File: src/rtl/axi4lite_master.sv
// ---------------------------------------------------------------------------
// axi4lite_master
//
// Initiator end of a narrow AXI4-Lite register bus. Each command taken on the
// cmd_* valid/ready port becomes exactly one AXI4-Lite read or write. The
// slave's response is returned on the rsp_* valid/ready port. Only one
// transaction is in flight at a time.
//
// Ports
//   m_axi_aclk, m_axi_aresetn : clock (rising edge) and synchronous
//                               active-low reset
//   cmd_valid/cmd_ready       : command handshake. cmd_ready is high only
//                               while idle and out of reset.
//   cmd_write/addr/wdata/wstrb: command payload. wdata/wstrb are unused for
//                               reads.
//   rsp_valid/rsp_ready       : response handshake
//   rsp_write/rdata/resp      : response payload. rdata is 0 for writes.
//   m_axi_aw*, m_axi_w*,
//   m_axi_b*, m_axi_ar*,
//   m_axi_r*                  : AXI4-Lite master channels
//
// Every output is a flop except cmd_ready, which decodes the state.
// ---------------------------------------------------------------------------
module axi4lite_master #(
  parameter int ADDR_W = 2,
  parameter int DATA_W = 8
) (
  input  logic              m_axi_aclk,
  input  logic              m_axi_aresetn,
  input  logic              cmd_valid,
  output logic              cmd_ready,
  input  logic              cmd_write,
  input  logic [ADDR_W-1:0] cmd_addr,
  input  logic [DATA_W-1:0] cmd_wdata,
  input  logic              cmd_wstrb,
  output logic              rsp_valid,
  input  logic              rsp_ready,
  output logic              rsp_write,
  output logic [DATA_W-1:0] rsp_rdata,
  output logic [1:0]        rsp_resp,
  output logic [ADDR_W-1:0] m_axi_awaddr,
  output logic              m_axi_awvalid,
  input  logic              m_axi_awready,
  output logic [DATA_W-1:0] m_axi_wdata,
  output logic              m_axi_wstrb,
  output logic              m_axi_wvalid,
  input  logic              m_axi_wready,
  input  logic [1:0]        m_axi_bresp,
  input  logic              m_axi_bvalid,
  output logic              m_axi_bready,
  output logic [ADDR_W-1:0] m_axi_araddr,
  output logic              m_axi_arvalid,
  input  logic              m_axi_arready,
  input  logic [DATA_W-1:0] m_axi_rdata,
  input  logic [1:0]        m_axi_rresp,
  input  logic              m_axi_rvalid,
  output logic              m_axi_rready
);

  typedef enum logic [2:0] {
    IDLE = 3'd0,
    WR   = 3'd1,  // AW and W outstanding
    WB   = 3'd2,  // waiting for B
    RA   = 3'd3,  // AR outstanding
    RD   = 3'd4,  // waiting for R
    RSP  = 3'd5   // presenting the response
  } state_t;

  state_t            state_q, state_d;
  logic [ADDR_W-1:0] awaddr_q, awaddr_d;
  logic              awvalid_q, awvalid_d;
  logic [DATA_W-1:0] wdata_q, wdata_d;
  logic              wstrb_q, wstrb_d;
  logic              wvalid_q, wvalid_d;
  logic              bready_q, bready_d;
  logic [ADDR_W-1:0] araddr_q, araddr_d;
  logic              arvalid_q, arvalid_d;
  logic              rready_q, rready_d;
  logic              rsp_valid_q, rsp_valid_d;
  logic              rsp_write_q, rsp_write_d;
  logic [DATA_W-1:0] rsp_rdata_q, rsp_rdata_d;
  logic [1:0]        rsp_resp_q, rsp_resp_d;

  // State and output registers
  always_ff @(posedge m_axi_aclk) begin
    if (!m_axi_aresetn) begin
      state_q     <= IDLE;
      awaddr_q    <= '0;
      awvalid_q   <= 1'b0;
      wdata_q     <= '0;
      wstrb_q     <= 1'b0;
      wvalid_q    <= 1'b0;
      bready_q    <= 1'b0;
      araddr_q    <= '0;
      arvalid_q   <= 1'b0;
      rready_q    <= 1'b0;
      rsp_valid_q <= 1'b0;
      rsp_write_q <= 1'b0;
      rsp_rdata_q <= '0;
      rsp_resp_q  <= 2'b00;
    end else begin
      state_q     <= state_d;
      awaddr_q    <= awaddr_d;
      awvalid_q   <= awvalid_d;
      wdata_q     <= wdata_d;
      wstrb_q     <= wstrb_d;
      wvalid_q    <= wvalid_d;
      bready_q    <= bready_d;
      araddr_q    <= araddr_d;
      arvalid_q   <= arvalid_d;
      rready_q    <= rready_d;
      rsp_valid_q <= rsp_valid_d;
      rsp_write_q <= rsp_write_d;
      rsp_rdata_q <= rsp_rdata_d;
      rsp_resp_q  <= rsp_resp_d;
    end
  end

  // Next-state and next-output logic
  always_comb begin
    state_d     = state_q;
    awaddr_d    = awaddr_q;
    awvalid_d   = awvalid_q;
    wdata_d     = wdata_q;
    wstrb_d     = wstrb_q;
    wvalid_d    = wvalid_q;
    bready_d    = bready_q;
    araddr_d    = araddr_q;
    arvalid_d   = arvalid_q;
    rready_d    = rready_q;
    rsp_valid_d = rsp_valid_q;
    rsp_write_d = rsp_write_q;
    rsp_rdata_d = rsp_rdata_q;
    rsp_resp_d  = rsp_resp_q;

    case (state_q)
      IDLE: begin
        // The AXI payload flops double as the command latch, so the
        // payload stays constant while the matching valid is high.
        if (cmd_valid) begin
          if (cmd_write) begin
            awaddr_d  = cmd_addr;
            wdata_d   = cmd_wdata;
            wstrb_d   = cmd_wstrb;
            awvalid_d = 1'b1;
            wvalid_d  = 1'b1;
            state_d   = WR;
          end else begin
            araddr_d  = cmd_addr;
            arvalid_d = 1'b1;
            state_d   = RA;
          end
        end
      end

      WR: begin
        // AW and W retire independently. Once both valids have dropped,
        // the next cycle raises bready, so B is never accepted before
        // both address and data have been handed over.
        if (awvalid_q && m_axi_awready) begin
          awvalid_d = 1'b0;
        end
        if (wvalid_q && m_axi_wready) begin
          wvalid_d = 1'b0;
        end
        if (!awvalid_q && !wvalid_q) begin
          bready_d = 1'b1;
          state_d  = WB;
        end
      end

      WB: begin
        if (bready_q && m_axi_bvalid) begin
          bready_d    = 1'b0;
          rsp_write_d = 1'b1;
          rsp_rdata_d = '0;
          rsp_resp_d  = m_axi_bresp;
          rsp_valid_d = 1'b1;
          state_d     = RSP;
        end
      end

      RA: begin
        if (arvalid_q && m_axi_arready) begin
          arvalid_d = 1'b0;
          rready_d  = 1'b1;
          state_d   = RD;
        end
      end

      RD: begin
        if (rready_q && m_axi_rvalid) begin
          rready_d    = 1'b0;
          rsp_write_d = 1'b0;
          rsp_rdata_d = m_axi_rdata;
          rsp_resp_d  = m_axi_rresp;
          rsp_valid_d = 1'b1;
          state_d     = RSP;
        end
      end

      RSP: begin
        if (rsp_ready) begin
          rsp_valid_d = 1'b0;
          state_d     = IDLE;
        end
      end

      default: begin
        state_d = IDLE;
      end
    endcase
  end

  // Gated with reset so no command is taken while the block is held in reset
  assign cmd_ready     = (state_q == IDLE) && m_axi_aresetn;

  assign rsp_valid     = rsp_valid_q;
  assign rsp_write     = rsp_write_q;
  assign rsp_rdata     = rsp_rdata_q;
  assign rsp_resp      = rsp_resp_q;
  assign m_axi_awaddr  = awaddr_q;
  assign m_axi_awvalid = awvalid_q;
  assign m_axi_wdata   = wdata_q;
  assign m_axi_wstrb   = wstrb_q;
  assign m_axi_wvalid  = wvalid_q;
  assign m_axi_bready  = bready_q;
  assign m_axi_araddr  = araddr_q;
  assign m_axi_arvalid = arvalid_q;
  assign m_axi_rready  = rready_q;

endmodule

File: config.mk
export PLATFORM = sky130hd
export DESIGN_NAME = axi4lite_master
export DESIGN_NICKNAME = d
export VERILOG_FILES = /design/src/rtl/axi4lite_master.sv
export SDC_FILE = /design/constraint.sdc
export NUM_CORES = 1
export LEC_CHECK = 0
export CAP_MARGIN = 30
export CORE_AREA = 10 10 68 70
export CTS_CLUSTER_SIZE = 8
export DETAILED_ROUTE_END_ITERATION = 8
export DIE_AREA = 0 0 78 80
export PLACE_DENSITY = 0.82
export SYNTH_ARGS = -nofsm -noshare
export SYNTH_HDL_FRONTEND = slang
export SYNTH_SLANG_ARGS = --single-unit
File: constraint.sdc
create_clock -name m_axi_aclk -period 3.7 [get_ports m_axi_aclk]
set_clock_uncertainty 0.05 [all_clocks]
set_input_delay 0.925 -clock m_axi_aclk [delete_from_list [all_inputs] [get_ports m_axi_aclk]]
set_output_delay 0.925 -clock m_axi_aclk [all_outputs]
set_load 0.1 [all_outputs]
==> run metrics, run 1 <==
Switching Fraction ~47%; final max-slew violation count 0; CTS Hold Bufs 0; Leak a little under 0.8 nW; Gate Count Post-Synth between 150 and 200; fin util between 60% and 70%; wire per inst between 10 and 15 um; final hold vios 0; CP Launch Point m_axi_aresetn; Post-Synth Adder-Cell Area 0%; VDD IR max between 200 and 300 uV; Worst EP arrival between 1.5 and 2 ns; largest family of logic cells by synthesized area simple AND/OR/NAND/NOR gates; Buf/Inv on CP 2; count of unique library cells instantiated by Yosys 32; worst skew pair latency approximately 0.34 ns; CP required between 2 and 3 ns; 1st-iter DRT viols 92; reg2reg setup slack about 1.8 ns; Flop pwr share between 30% and 40%; routed wire length about 4.0 mm; IO Count 64; Synth Warn # 0; H-tree depth 2; share of cells above drive strength 1 ~16%; worst-margin pin slew 0.979 ns; footprint of the multi-input gates 687 um2; hold_sp m_axi_wdata[6]; mux share of post-synthesis cell area 3.52%; HPWL after detailed placement 3.01 mm; Worst path slowest cell clkdlybuf4s50_1; commonest non-fill, non-tap cell in the layout clkdlybuf4s50_1; CP delay by family, top buffers and inverters; run status complete, no violations; Worst Hold Depth 2; FP Rows 21; CP Cell Sequence clkdlybuf4s50_1 > and2_1 > buf_12; Seq/Total Area, Yosys between 40% and 50%; hold endpoint m_axi_wdata[6]; Die ar. between 0.006 and 0.007 mm2; Tmin final between 2 and 3 ns; Post-Synth XOR/XNOR Area 0%; Die Ht around 80 um; via count of the routed design approximately 1400; r2r startpoint state_q[2]; ys async rst share 0%; 1st-pass router iterations 5; CORE AREA between 0.003 and 0.004 mm2; remaining antenna violation count 0; CP max stage delay approximately 0.56 ns; RSZ-0062 raised after global routing no; Reg area 661 um2; Internal approximately 0.00067 W; vias in the first global route 1350; Post-Layout Cell Count between 200 and 300; Die Wd 78 um; Compound-Gate Fraction of Synth Area approximately a fifth; Syn Nets ~200; RePlAce Congestion ~0.87; Area contributors post-synth dfxtp_1 (46%), nand2_1 (9.2%), a22oi_2 (7.0%), a21oi_1 (5.6%), nor2_1 (5.3%); post-synth top area share approximately 46%; area leader, netlist dfxtp_1; CTS Root Buffer Type clkbuf_4; antenna diode count 0; CTS tree built; Post-Syn Area between 0.001 and 0.0015 mm2; final worst path period share between 70 and 80%; global-route usage over all layers approximately an eighth; CP startpoint kind input pin; Synth Register Bits 33; Residual DRC 0; initial antenna violation count 0; clock-pin slew on the worst setup and hold paths approximately 0.10 ns; # Post-CTS Setup Buffers 0; most common flop cell mapped by yosys dfxtp_1; PwrDens around 600 mW/mm2; Hold Crit Class reg -> reg; Post-synth EDFFs 0; largest net degree at the start of global routing 30; CP endpoint kind primary output; NumNets Final 261; reg2reg end rsp_rdata[4]; clk sink count 33; first-pass GRT wire length about 6.4 mm; syn avg cell area about 8.5 um2; Clk pwr share 16.8%; Slew Limit Headroom 34.5%; sw power 0.000589 W; setup TNS 0 ns; P&R area growth vs syn 46.4%; placed cells 267; simple-gate portion of the synthesized area roughly 25%; maxcap violations 0; total global routing overflow 0; vias per cell ~5; number of clock buffers inserted by TritonCTS 5; Comb power frac 46.9%; Max Fclk 352 MHz; Initial Utilization a little over two fifths; Bufs on Longest Clock Path 2; Final setup viols 0; Critical Path Fanout Max 7; Worst Reg2Reg Path Length in Cells 4; most frequent cells in the layout clkdlybuf4s50_1 (47), nand2_1 (35), dfxtp_1 (33); Filler cells between 200 and 300; post-CTS resize count 0; critical path class in -> out; I/O Buffers between 60 and 70
==> synth_stat cells, types with 2 or more instances <==
| cell type | count |
|---|---|
| nand2_1 | 35 |
| dfxtp_1 | 33 |
| nor2_1 | 20 |
| a21oi_1 | 16 |
| a22oi_2 | 8 |
| mux2i_1 | 5 |
| and2_1 | 4 |
| clkbuf_1 | 4 |
| inv_1 | 4 |
| nand3_1 | 4 |
| o21ai_0 | 4 |
| a211oi_1 | 3 |
| buf_2 | 3 |
| a31oi_1 | 2 |
| and3_1 | 2 |
| buf_4 | 2 |
| nand2b_1 | 2 |
| nor3b_2 | 2 |
| or3_1 | 2 |
==> per-stage QoR <==
stage | hold slack, ns | power [W] | worst slack, ns | instance area (um2)
after CTS | 0.411 | 0.00127 | 0.851 | 2080
after detailed placement | 0.397 | 0.00106 | 0.853 | 2030
after global routing | 0.428 | 0.00132 | 0.802 | 2080
after global placement | 0.392 | 0.00105 | 0.858 | 2030
after floorplan | 0.557 | 0.000915 | 1.07 | 1420
final | 0.409 | 0.00126 | 0.860 | 2080
==> cell type report <==
class	instances	share of cell area [%]
multi-input cells	120	33.0
flip-flops and latches	33	31.7
repair buffers	63	29.0
well taps	46	2.76
clock buffers	7	2.64
inverters	5	0.901
==> power by group through the flow <==
stage          clock network (W)  registers, W  logic [W]
6_report                0.000211      0.000457   0.000590
5_1_grt                 0.000228      0.000464   0.000630
4_1_cts                 0.000216      0.000457   0.000594
3_5_place_dp                   0      0.000465   0.000593
3_3_place_gp                   0      0.000462   0.000590
2_1_floorplan                  0      0.000670   0.000245
==> routing by layer <==
| metal | global-route usage [%] | vias up | wire length, um |
|---|---|---|---|
| met4 | 6.45 | 0 | 66 |
| met2 | 20.4 | 59 | 1840 |
| met3 | 4.95 | 7 | 280 |
| li1 | - | 694 | - |
| met5 | 0 | - | 0 |
| met1 | 14.6 | 598 | 1770 |
==> kinds of logic (layout without fill, tap and decap cells) <==
family | Yosys count | after routing
muxes | 5 | 5
and+or+nand+nor | 76 | 76
AOI/OAI and AO/OA | 39 | 39
DFF | 33 | 33
buffers and inverters | 15 | 75
==> worst max-delay path by stage <==
stage	depth (start not counted)	to	slack (ns)
2_1_floorplan	1	cmd_ready	1.07
3_3_place_gp	3	cmd_ready	0.86
3_5_place_dp	3	cmd_ready	0.85
4_1_cts	3	cmd_ready	0.85
5_1_grt	3	cmd_ready	0.80
6_report	3	cmd_ready	0.86
==> worst min-delay path, cell delays in order, from the launching register on <==
cell and delay [ns]:
dfxtp_1 0.32, nand2_1 0.05, a21oi_1 0.05
==> state kept, by name, indices dropped and copies added, names as in the netlist <==
| register | count |
|---|---|
| m_axi_bready | 1 |
| rsp_valid | 1 |
| rsp_write | 1 |
| rsp_resp | 2 |
| m_axi_rready | 1 |
| m_axi_wstrb | 1 |
| m_axi_wdata | 8 |
| state_q | 3 |
| m_axi_awvalid | 1 |
| m_axi_awaddr | 2 |
| m_axi_araddr | 2 |
| rsp_rdata | 8 |
| m_axi_arvalid | 1 |
| m_axi_wvalid | 1 |
Note: power is estimated with default switching activity, not from simulation.
==> run 2: changes to the inputs <==
- CORE_AREA: 10 10 68 70 -> 10 10 74 76
- DIE_AREA: 0 0 78 80 -> 0 0 84 86
- PLACE_DENSITY: 0.82 -> 0.72
- clock period: 3.7 -> 2.5 ns (I/O delays scaled with it)
==> run metrics, run 2 (synthesis gave the netlist of run 1 again) <==
H-tree depth 2 (unchanged); Die Wd 84 um (was 78 um); worst skew pair latency 0.27 ns (was 0.34 ns); Critical Path Fanout Max 2 (was 7); Switching Fraction 45.4% (was 46.8%); CP Cell Sequence clkdlybuf4s50_1 > and2_1 > buf_12 (unchanged); Filler cells 382 (was 281); IO Count 64 (unchanged); largest net degree at the start of global routing 30 (unchanged); CTS tree built (unchanged); Residual DRC 0 (unchanged); PwrDens 916 mW/mm2 (was 604 mW/mm2); final worst path period share between 80% and 90%; CP max stage delay 0.49 ns (was 0.56 ns); CTS Hold Bufs 0 (unchanged); RSZ-0062 raised after global routing no (unchanged); Initial Utilization 35.8% (was 43.3%); worst-margin pin slew 0.505 ns (was 0.979 ns); RePlAce Congestion 0.734 (was 0.865); fin util 52.7% (was 63.4%); P&R area growth vs syn 47.1% (was 46.4%); first-pass GRT wire length 6.50 mm (was 6.40 mm); Worst EP arrival 1.48 ns (was 1.87 ns); final hold vios 0 (unchanged); Comb power frac 45.2% (was 46.9%); Die ar. 0.00722 mm2 (was 0.00624 mm2); Die Ht 86 um (was 80 um); # Post-CTS Setup Buffers 0 (unchanged); Hold Crit Class reg -> reg (unchanged); Buf/Inv on CP 2 (unchanged); Internal 0.00105 W (was 0.000669 W); post-CTS resize count 0 (unchanged); Final setup viols 0 (unchanged); CP endpoint kind primary output (unchanged); Worst path slowest cell clkdlybuf4s50_1 (unchanged); CP startpoint kind input pin (unchanged); CP required 1.82 ns (was 2.72 ns); number of clock buffers inserted by TritonCTS 5 (unchanged); vias per cell 4.74 (was 4.96); commonest non-fill, non-tap cell in the layout nand2_1 (was clkdlybuf4s50_1); 1st-iter DRT viols 46 (was 92); global-route usage over all layers 10.7% (was 12.8%); Tmin final approximately 2.2 ns; setup TNS 0 ns (unchanged); NumNets Final 263 (was 261); VDD IR max 537 uV (was 288 uV); critical path class in -> out (unchanged); HPWL after detailed placement 3.07 mm (was 3.01 mm); Leak 0.844 nW (was 0.791 nW); sw power 0.000870 W (was 0.000589 W); Flop pwr share 35.2% (was 36.3%); most frequent cells in the layout nand2_1 (35), dfxtp_1 (33), clkdlybuf4s50_1 (32), buf_4 (32), nor2_1 (20) (was clkdlybuf4s50_1 (47), nand2_1 (35), dfxtp_1 (33)); clk sink count 33 (unchanged); CP delay by family, top buffers and inverters (unchanged); vias in the first global route 1374 (was 1350); antenna diode count 0 (unchanged); routed wire length 3.92 mm (was 3.96 mm); CTS Root Buffer Type clkbuf_8 (was clkbuf_4); CORE AREA 0.00397 mm2 (was 0.00328 mm2); maxcap violations 0 (unchanged); Slew Limit Headroom 66.2% (was 34.5%); initial antenna violation count 0 (unchanged); remaining antenna violation count 0 (unchanged); via count of the routed design 1333 (was 1358); FP Rows 23 (was 21); Bufs on Longest Clock Path 2 (unchanged); run status complete, no violations (unchanged); 1st-pass router iterations 4 (was 5); Clk pwr share 19.6% (was 16.8%); total global routing overflow 0 (unchanged); I/O Buffers 63 (unchanged); share of cells above drive strength 1 23.4% (was 15.8%); final max-slew violation count 0 (unchanged); wire per inst 14.0 um (was 14.4 um); Max Fclk about 460 MHz; clock-pin slew on the worst setup and hold paths 0.06 ns (was 0.10 ns)
[run 2: power groups by stage]
stage,clock (W),combinational [W],sequential (W)
floorplan,0,0.000363,0.000991
global placement,0,0.000868,0.000684
detailed placement,0,0.000873,0.000686
CTS,0.000395,0.000875,0.000674
global route,0.000414,0.000923,0.000688
finish,0.000376,0.000866,0.000674
[run 2: path summary, 6_finish.rpt]
kind	to	cells past startpoint	from	slack, ns
setup reg to reg	rsp_rdata[3]	4	state_q[2]	0.65
setup / recovery	cmd_ready	3	m_axi_aresetn	0.35
hold reg to reg	m_axi_wdata[3]	2	m_axi_wdata[3]	0.40
hold / removal	m_axi_wdata[3]	2	m_axi_wdata[3]	0.40
[run 2: per-stage QoR]
step	instance area (um2)	total power (W)	setup slack (ns)	std cells	hold WS, ns
2_1_floorplan	1420	0.00135	0.368	168	0.557
6_report	2090	0.00192	0.346	281	0.404
5_1_grt	2090	0.00202	0.283	281	0.424
4_1_cts	2090	0.00194	0.339	281	0.407
3_3_place_gp	2010	0.00155	0.355	273	0.393
3_5_place_dp	2010	0.00156	0.345	273	0.397
[run 2: final cells by class]
| class | instances | area (um2) | share of cell area [%] |
|---|---|---|---|
| clock buffers | 6 | 72.6 | 3.47 |
| clock inverters | 2 | 10.0 | 0.478 |
| inverters | 5 | 18.8 | 0.897 |
| multi-input cells | 120 | 687 | 32.8 |
| flip-flops and latches | 33 | 661 | 31.6 |
| well taps | 50 | 62.6 | 2.99 |
| repair buffers | 65 | 581 | 27.8 |
[run 2: worst min-delay path, stage by stage, from the launching register on]
cell and delay, ns:
dfxtp_1 0.31, nand2_1 0.05, a21oi_1 0.05
[run 2: layer usage]
| metal | vias to the layer above | track usage [%] | wire length, um |
|---|---|---|---|
| met1 | 603 | 11.5 | 1620 |
| met3 | 2 | 4.64 | 297 |
| met4 | 0 | 3.20 | 12 |
| met2 | 34 | 18.7 | 1990 |
| met5 | - | 0 | 0 |
| li1 | 694 | - | - |
==> run 3: changes to the inputs <==
- GPL_ROUTABILITY_DRIVEN: unset -> 1
==> results of run 3 <==
No change in the layout: final DEF, timing and power equal those of run 2.
